--- src/rtl/opcode_sched_pkg.sv ---
// Shared types for the opcode source scheduler: FSM states, source select codes
// and the priority wildcard opcode decoder.
package opcode_sched_pkg;

  typedef enum logic [2:0] {
    S_IDLE,
    S_DECODE,
    S_REQ,
    S_RESP,
    S_ERR
  } state_t;

  localparam logic [1:0] SEL_A = 2'd0;
  localparam logic [1:0] SEL_B = 2'd1;
  localparam logic [1:0] SEL_C = 2'd2;

  // Returns {err, sel}; the first matching pattern wins, 000? is unmatched.
  function automatic logic [2:0] decode_opcode(input logic [3:0] op);
    logic [2:0] res;
    res = {1'b1, SEL_A};
    casez (op)
      4'b1???: res = {1'b0, SEL_A};
      4'b01??: res = {1'b0, SEL_B};
      4'b001?: res = {1'b0, SEL_C};
      default: res = {1'b1, SEL_A};
    endcase
    return res;
  endfunction

endpackage

--- src/rtl/opcode_fifo.sv ---
// DEPTH x 4-bit synchronous FIFO with registered full/empty state.
// Push is ignored when full and pop when empty; the head is read combinationally.
module opcode_fifo #(
  parameter int DEPTH = 4
) (
  input  logic       clk,
  input  logic       rst,
  input  logic       push,
  input  logic       pop,
  input  logic [3:0] din,
  output logic [3:0] dout,
  output logic       full,
  output logic       empty
);

  localparam int AW = $clog2(DEPTH);
  localparam logic [AW-1:0] PTR_ONE  = AW'(1);
  localparam logic [AW:0]   CNT_ONE  = (AW+1)'(1);
  localparam logic [AW:0]   CNT_FULL = (AW+1)'(DEPTH);

  logic [3:0]    mem [DEPTH];
  logic [AW-1:0] wr_ptr;
  logic [AW-1:0] rd_ptr;
  logic [AW:0]   count;
  logic          do_push;
  logic          do_pop;

  assign full    = (count == CNT_FULL);
  assign empty   = (count == '0);
  assign do_push = push && !full;
  assign do_pop  = pop && !empty;
  assign dout    = mem[rd_ptr];

  // DEPTH is a power of two, so the pointers wrap naturally.
  always_ff @(posedge clk) begin
    if (rst) begin
      wr_ptr <= '0;
      rd_ptr <= '0;
      count  <= '0;
    end else begin
      if (do_push) begin
        mem[wr_ptr] <= din;
        wr_ptr      <= wr_ptr + PTR_ONE;
      end
      if (do_pop) begin
        rd_ptr <= rd_ptr + PTR_ONE;
      end
      case ({do_push, do_pop})
        2'b10:   count <= count + CNT_ONE;
        2'b01:   count <= count - CNT_ONE;
        default: count <= count;
      endcase
    end
  end

endmodule

--- src/rtl/opcode_src_scheduler.sv ---
// Queues opcodes, decodes each to source A/B/C and runs one req/valid transaction
// at a time, returning the captured data on a valid/ready port; drops are counted.
module opcode_src_scheduler
  import opcode_sched_pkg::*;
#(
  parameter int WIDTH   = 2,
  parameter int DEPTH   = 4,
  parameter int TIMEOUT = 15
) (
  input  logic             clk,
  input  logic             rst,
  input  logic             cmd_valid,
  output logic             cmd_ready,
  input  logic [3:0]       cmd_opcode,
  output logic [2:0]       src_req,
  input  logic [2:0]       src_valid,
  input  logic [WIDTH-1:0] a_data,
  input  logic [WIDTH-1:0] b_data,
  input  logic [WIDTH-1:0] c_data,
  output logic             out_valid,
  input  logic             out_ready,
  output logic [WIDTH-1:0] out_data,
  output logic [1:0]       out_sel,
  output logic             err_pulse,
  output logic [7:0]       err_count,
  output logic             busy
);

  localparam int TW = (TIMEOUT > 0) ? $clog2(TIMEOUT + 1) : 1;
  localparam logic [TW-1:0] TMO_LAST = TW'((TIMEOUT > 0) ? TIMEOUT - 1 : 0);
  localparam logic [TW-1:0] TMO_MAX  = '1;
  localparam logic [TW-1:0] TMO_ONE  = TW'(1);

  state_t           state;
  state_t           state_nx;
  logic [3:0]       opcode_q;
  logic [3:0]       fifo_dout;
  logic [1:0]       sel_q;
  logic [TW-1:0]    tmo_cnt;
  logic             fifo_full;
  logic             fifo_empty;
  logic             fifo_pop;
  logic [2:0]       dec;
  logic [2:0]       sel_onehot;
  logic [WIDTH-1:0] sel_data;
  logic             src_hit;
  logic             tmo_hit;

  opcode_fifo #(.DEPTH(DEPTH)) u_fifo (
    .clk   (clk),
    .rst   (rst),
    .push  (cmd_valid),
    .pop   (fifo_pop),
    .din   (cmd_opcode),
    .dout  (fifo_dout),
    .full  (fifo_full),
    .empty (fifo_empty)
  );

  assign cmd_ready = !fifo_full;
  assign busy      = (state != S_IDLE) || !fifo_empty;
  assign dec       = decode_opcode(opcode_q);

  always_comb begin
    sel_onehot = 3'b000;
    sel_data   = '0;
    case (sel_q)
      SEL_A:   begin sel_onehot = 3'b001; sel_data = a_data; end
      SEL_B:   begin sel_onehot = 3'b010; sel_data = b_data; end
      SEL_C:   begin sel_onehot = 3'b100; sel_data = c_data; end
      default: begin sel_onehot = 3'b000; sel_data = '0;     end
    endcase
  end

  // Valid bits of non-selected sources are masked out; valid beats the timeout.
  assign src_hit = |(src_valid & sel_onehot);
  assign tmo_hit = (TIMEOUT != 0) && (tmo_cnt == TMO_LAST);

  always_ff @(posedge clk) begin
    if (rst) state <= S_IDLE;
    else     state <= state_nx;
  end

  always_comb begin
    state_nx  = state;
    fifo_pop  = 1'b0;
    src_req   = 3'b000;
    out_valid = 1'b0;
    err_pulse = 1'b0;
    case (state)
      S_IDLE: begin
        if (!fifo_empty) begin
          fifo_pop = 1'b1;
          state_nx = S_DECODE;
        end
      end
      S_DECODE: state_nx = dec[2] ? S_ERR : S_REQ;
      S_REQ: begin
        src_req = sel_onehot;
        if (src_hit)      state_nx = S_RESP;
        else if (tmo_hit) state_nx = S_ERR;
      end
      S_RESP: begin
        out_valid = 1'b1;
        if (out_ready) state_nx = S_IDLE;
      end
      S_ERR: begin
        err_pulse = 1'b1;
        state_nx  = S_IDLE;
      end
      default: state_nx = S_IDLE;
    endcase
  end

  always_ff @(posedge clk) begin
    if (rst) begin
      opcode_q  <= '0;
      sel_q     <= SEL_A;
      tmo_cnt   <= '0;
      out_data  <= '0;
      out_sel   <= '0;
      err_count <= '0;
    end else begin
      case (state)
        S_IDLE: if (fifo_pop) opcode_q <= fifo_dout;
        S_DECODE: begin
          if (!dec[2]) begin
            sel_q   <= dec[1:0];
            tmo_cnt <= '0;
          end
        end
        S_REQ: begin
          if (src_hit) begin
            out_data <= sel_data;
            out_sel  <= sel_q;
          end else if (tmo_cnt != TMO_MAX) begin
            tmo_cnt <= tmo_cnt + TMO_ONE;
          end
        end
        S_ERR: if (err_count != 8'hFF) err_count <= err_count + 8'd1;
        default: ;
      endcase
    end
  end

endmodule

--- config.mk ---
export PLATFORM = sky130hd
export DESIGN_NAME = opcode_src_scheduler
export DESIGN_NICKNAME = d
export VERILOG_FILES = /design/src/rtl/opcode_sched_pkg.sv /design/src/rtl/opcode_fifo.sv /design/src/rtl/opcode_src_scheduler.sv
export SDC_FILE = /design/constraint.sdc
export NUM_CORES = 1
export LEC_CHECK = 0
export ABC_AREA = 1
export ABC_CLOCK_PERIOD_IN_PS = 1800
export BUFFER_PORTS_ARGS = -buffer_cell sky130_fd_sc_hd__buf_2
export CAP_MARGIN = 0
export CELL_PAD_IN_SITES_DETAIL_PLACEMENT = 2
export CELL_PAD_IN_SITES_GLOBAL_PLACEMENT = 2
export CORE_MARGIN = 2
export CORE_UTILIZATION = 29
export DETAILED_ROUTE_END_ITERATION = 12
export HOLD_SLACK_MARGIN = 0.03
export PLACE_DENSITY = 0.73
export SYNTH_ARGS = -nofsm -noshare
export SYNTH_HDL_FRONTEND = slang
export SYNTH_SLANG_ARGS = --single-unit
--- constraint.sdc ---
create_clock -name clk -period 1.8 [get_ports clk]
set_input_delay 0.09 -clock clk [delete_from_list [all_inputs] [get_ports clk]]
set_output_delay 0.09 -clock clk [all_outputs]
set_load 0.02 [all_outputs]
==> impl_metrics.py <==
metrics = {
    "synth": {
        "synth.distinct_cells": 29,
        "yosys.area.top_type": "dfxtp_1",
        "synth-seq-cells": 43,
        "syn-num-nets": 306,
        "synthTopCellsByArea": "dfxtp_1 28%, edfxtp_1 17%, nor2_1 8.8%, nand2_1 7.1%, inv_1 5.5%",
        "synth_area_um2": 2180,
        "yosys.area.top_type_share": 0.284,
        "syn_inst": 280,
        "synth_warnings": 0,
        "seq_area_frac_synth": 0.450,
        "synth_area_per_cell_um2": 7.79,
    },
    "routing": {
        "wl_per_cell_um": 13.8,
        "finalWirelength_um": 6010,
        "first_iter_violations": 29,
        "drc": 0,
        "ant_nets": 0,
        "vias": 2011,
        "drt-vias-per-instance": 4.63,
        "drt_pass1_iterations": 2,
    },
    "global_route": {
        "antenna_found_initial": 0,
        "grt_usage": 0.155,
        "grt_pass1_wl_um": 10300,
        "grt_overflow_total": 0,
        "first_global_vias": 2226,
        "grt_max_degree": 22,
    },
    "setup_path": {
        "r2r-start": "u_fifo.count[0]",
        "cp_top_family": "adder cells",
        "cp_slowest_cell": "dfxtp_1",
        "worst_path_most_repeated_cell": "o21ai_1",
        "reg2reg_to": "u_fifo.count[2]",
        "rr_worst_depth": 10,
        "r2r_slack_ps": 70,
        "cp_slowest_stage_delay_ps": 350,
        "crit_fanout": 3,
        "critPathKind": "flop to flop",
        "worstPathBufferInverterCount": 2,
        "crit_path_end": "u_fifo.count[2]",
        "endpoint_kind": "flop",
        "crit_path_cell_trace": "nor3_2, buf_4, nor2_4, ha_4, inv_2, fa_2, a21oi_2, o21ai_1, o21ai_1, a21oi_1",
        "worstSetupStartpointType": "flop",
        "cp.required_ps": 1980,
        "crit_start": "u_fifo.count[0]",
        "path_depth": 10,
        "worst_ep_arrival_time_ps": 1920,
    },
    "sta": {
        "worst_hold_slack_ps": 156,
        "setup_tns_ps": 0,
        "slew_viol_final": 0,
        "relSlewSlack": 0.788,
        "hold_viol_final": 0,
        "rsz0062_at_grt": "true",
        "worst_pin_slew_ps": 317,
        "fin_skew_ps": 9.95,
        "setup_viol": 0,
        "fmax_mhz": 577,
        "fin_crit_sh": 0.963,
        "post-route-min-period_ps": 1730,
    },
    "cells_and_area": {
        "num_antenna_cells": 0,
        "mostFrequentLayoutCells": "51 x nor2_1, 40 x nand2_1, 34 x buf_2",
        "final_common_cell": "nor2_1",
        "finalNetCount": 360,
        "synthToLayoutAreaGrowth_pct": 24.5,
        "layout-drive-gt1-share": 0.251,
        "final_util": 0.375,
    },
    "cts": {
        "h-tree-depth": 2,
        "cts.sinks": 43,
        "clockBufferDepth": 2,
        "cts.clk_slew.worst_paths_ps": 80,
        "clock-root-buffer": "clkbuf_8",
        "cts_buffers": 5,
        "clkLatencyLatePin_ps": 300,
        "cts_tree": "built",
    },
    "min_path": {
        "worstHoldPathType": "input pin to flop",
    },
    "status": {
        "outcome": "completed",
    },
    "flow_run": {
        "drv_cap": 0,
    },
    "floorplan": {
        "rows": 31,
        "die_area_um2": 8230,
        "die_h_um": 90.7,
        "start_util": 0.301,
        "io_pins": 36,
        "die_w_um": 90.7,
        "core_area_um2": 7250,
    },
    "place": {
        "io_buffers": 34,
        "dp_hpwl_um": 4630,
        "gp_congestion": 0.787,
    },
    "power": {
        "leakage_nw": 1.18,
        "vdd_drop_max_v": 0.000555,
        "power_density_nw_per_um2": 1310,
    },
}
==> worst reg2reg max path: cells and delay by family, from the launching register on <==
kind | cells | cell delay, ps
buf+inv | 2 | 180
flops | 1 | 350
fa+ha+maj | 2 | 490
simple gates | 2 | 180
compound gates | 4 | 420
==> logic make-up (layout without fill, tap and decap cells) <==
logic type      after synthesis  after routing  synth area share
compound gates               47             47             0.111
xor+xnor                      3              3            0.0120
fa+ha+maj                     9              9            0.0550
buf+inv                      40             95            0.0763
flops                        43             43             0.450
simple gates                138            138             0.296
==> cell usage after synthesis (all sizes together) <==
master,instances
nor2,53
nand2,50
inv,35
dfxtp,31
nand3,23
o21ai,23
a21oi,20
edfxtp,12
ha,8
nor3,8
o22ai,3
xor2,3
buf,2
clkbuf,2
nand4,2
clkinv,1
fa,1
nand3b,1
o21bai,1
or2,1
==> worst min path at each step <==
stage	start	to	slack [ps]	cells after the start
floorplan	cmd_opcode[1]	u_fifo.mem[0][1]	190	0
global placement	cmd_opcode[2]	u_fifo.mem[3][2]	320	1
detailed placement	cmd_opcode[2]	u_fifo.mem[1][2]	330	1
CTS	rst	u_fifo.count[1]	160	2
global route	rst	out_data[0]	180	2
finish	rst	u_fifo.count[1]	160	2
==> power by group <==
group          total, mW  internal, mW  switching [mW]  leakage [nW]
sequential          1.33          1.18           0.153         0.363
clock              0.602         0.276           0.326        0.0395
combinational       1.62         0.652           0.967         0.775
total               3.55          2.10            1.45          1.18
==> metal layers <==
layer / up-vias / track usage / part of all wire
met1: 964 / 0.172 / 0.42
li1: 1016 / - / -
met4: 0 / 0.0538 / 0.014
met5: - / 0 / 0
met2: 24 / 0.291 / 0.53
met3: 7 / 0.0309 / 0.031
==> sequential cells by signal, summed over array words and instances (netlist names) <==
| signal | flops |
|---|---|
| u_fifo.mem | 12 |
| err_count | 8 |
| tmo_cnt | 4 |
| opcode_q | 3 |
| state | 3 |
| u_fifo.count | 3 |
| out_data | 2 |
| out_sel | 2 |
| sel_q | 2 |
| u_fifo.rd_ptr | 2 |
| u_fifo.wr_ptr | 2 |
==> per-stage QoR <==
| stage | total power, mW | cell area [µm²] | std cells | setup WS (ps) |
|---|---|---|---|---|
| after floorplan | 2.32 | 2200 | 280 | 23.3 |
| after global placement | 2.78 | 2560 | 421 | 29.5 |
| after detailed placement | 2.85 | 2560 | 421 | -52.0 |
| after CTS | 3.49 | 2680 | 432 | 34.6 |
| after global routing | 3.85 | 2720 | 434 | -22.3 |
| final | 3.55 | 2720 | 434 | 65.8 |
==> layout make-up <==
cell class | count | area [µm²]
tap | 99 | 124
multi-input combinational | 197 | 1080
timing repair buffer | 51 | 305
sequential | 43 | 986
inverter | 36 | 143
clock buffer | 8 | 80.1
fill | 865 | 4540
==> timing repair <==
action | in CTS | in global routing
hold endpoints to repair | 12 | 0
setup endpoints to repair | 1 | 2
pin swaps | 0 | 2
hold buffers | 3 | 0
gates resized for setup | 6 | 7
setup buffers | 0 | 2
(Power assumes the default switching activity.)
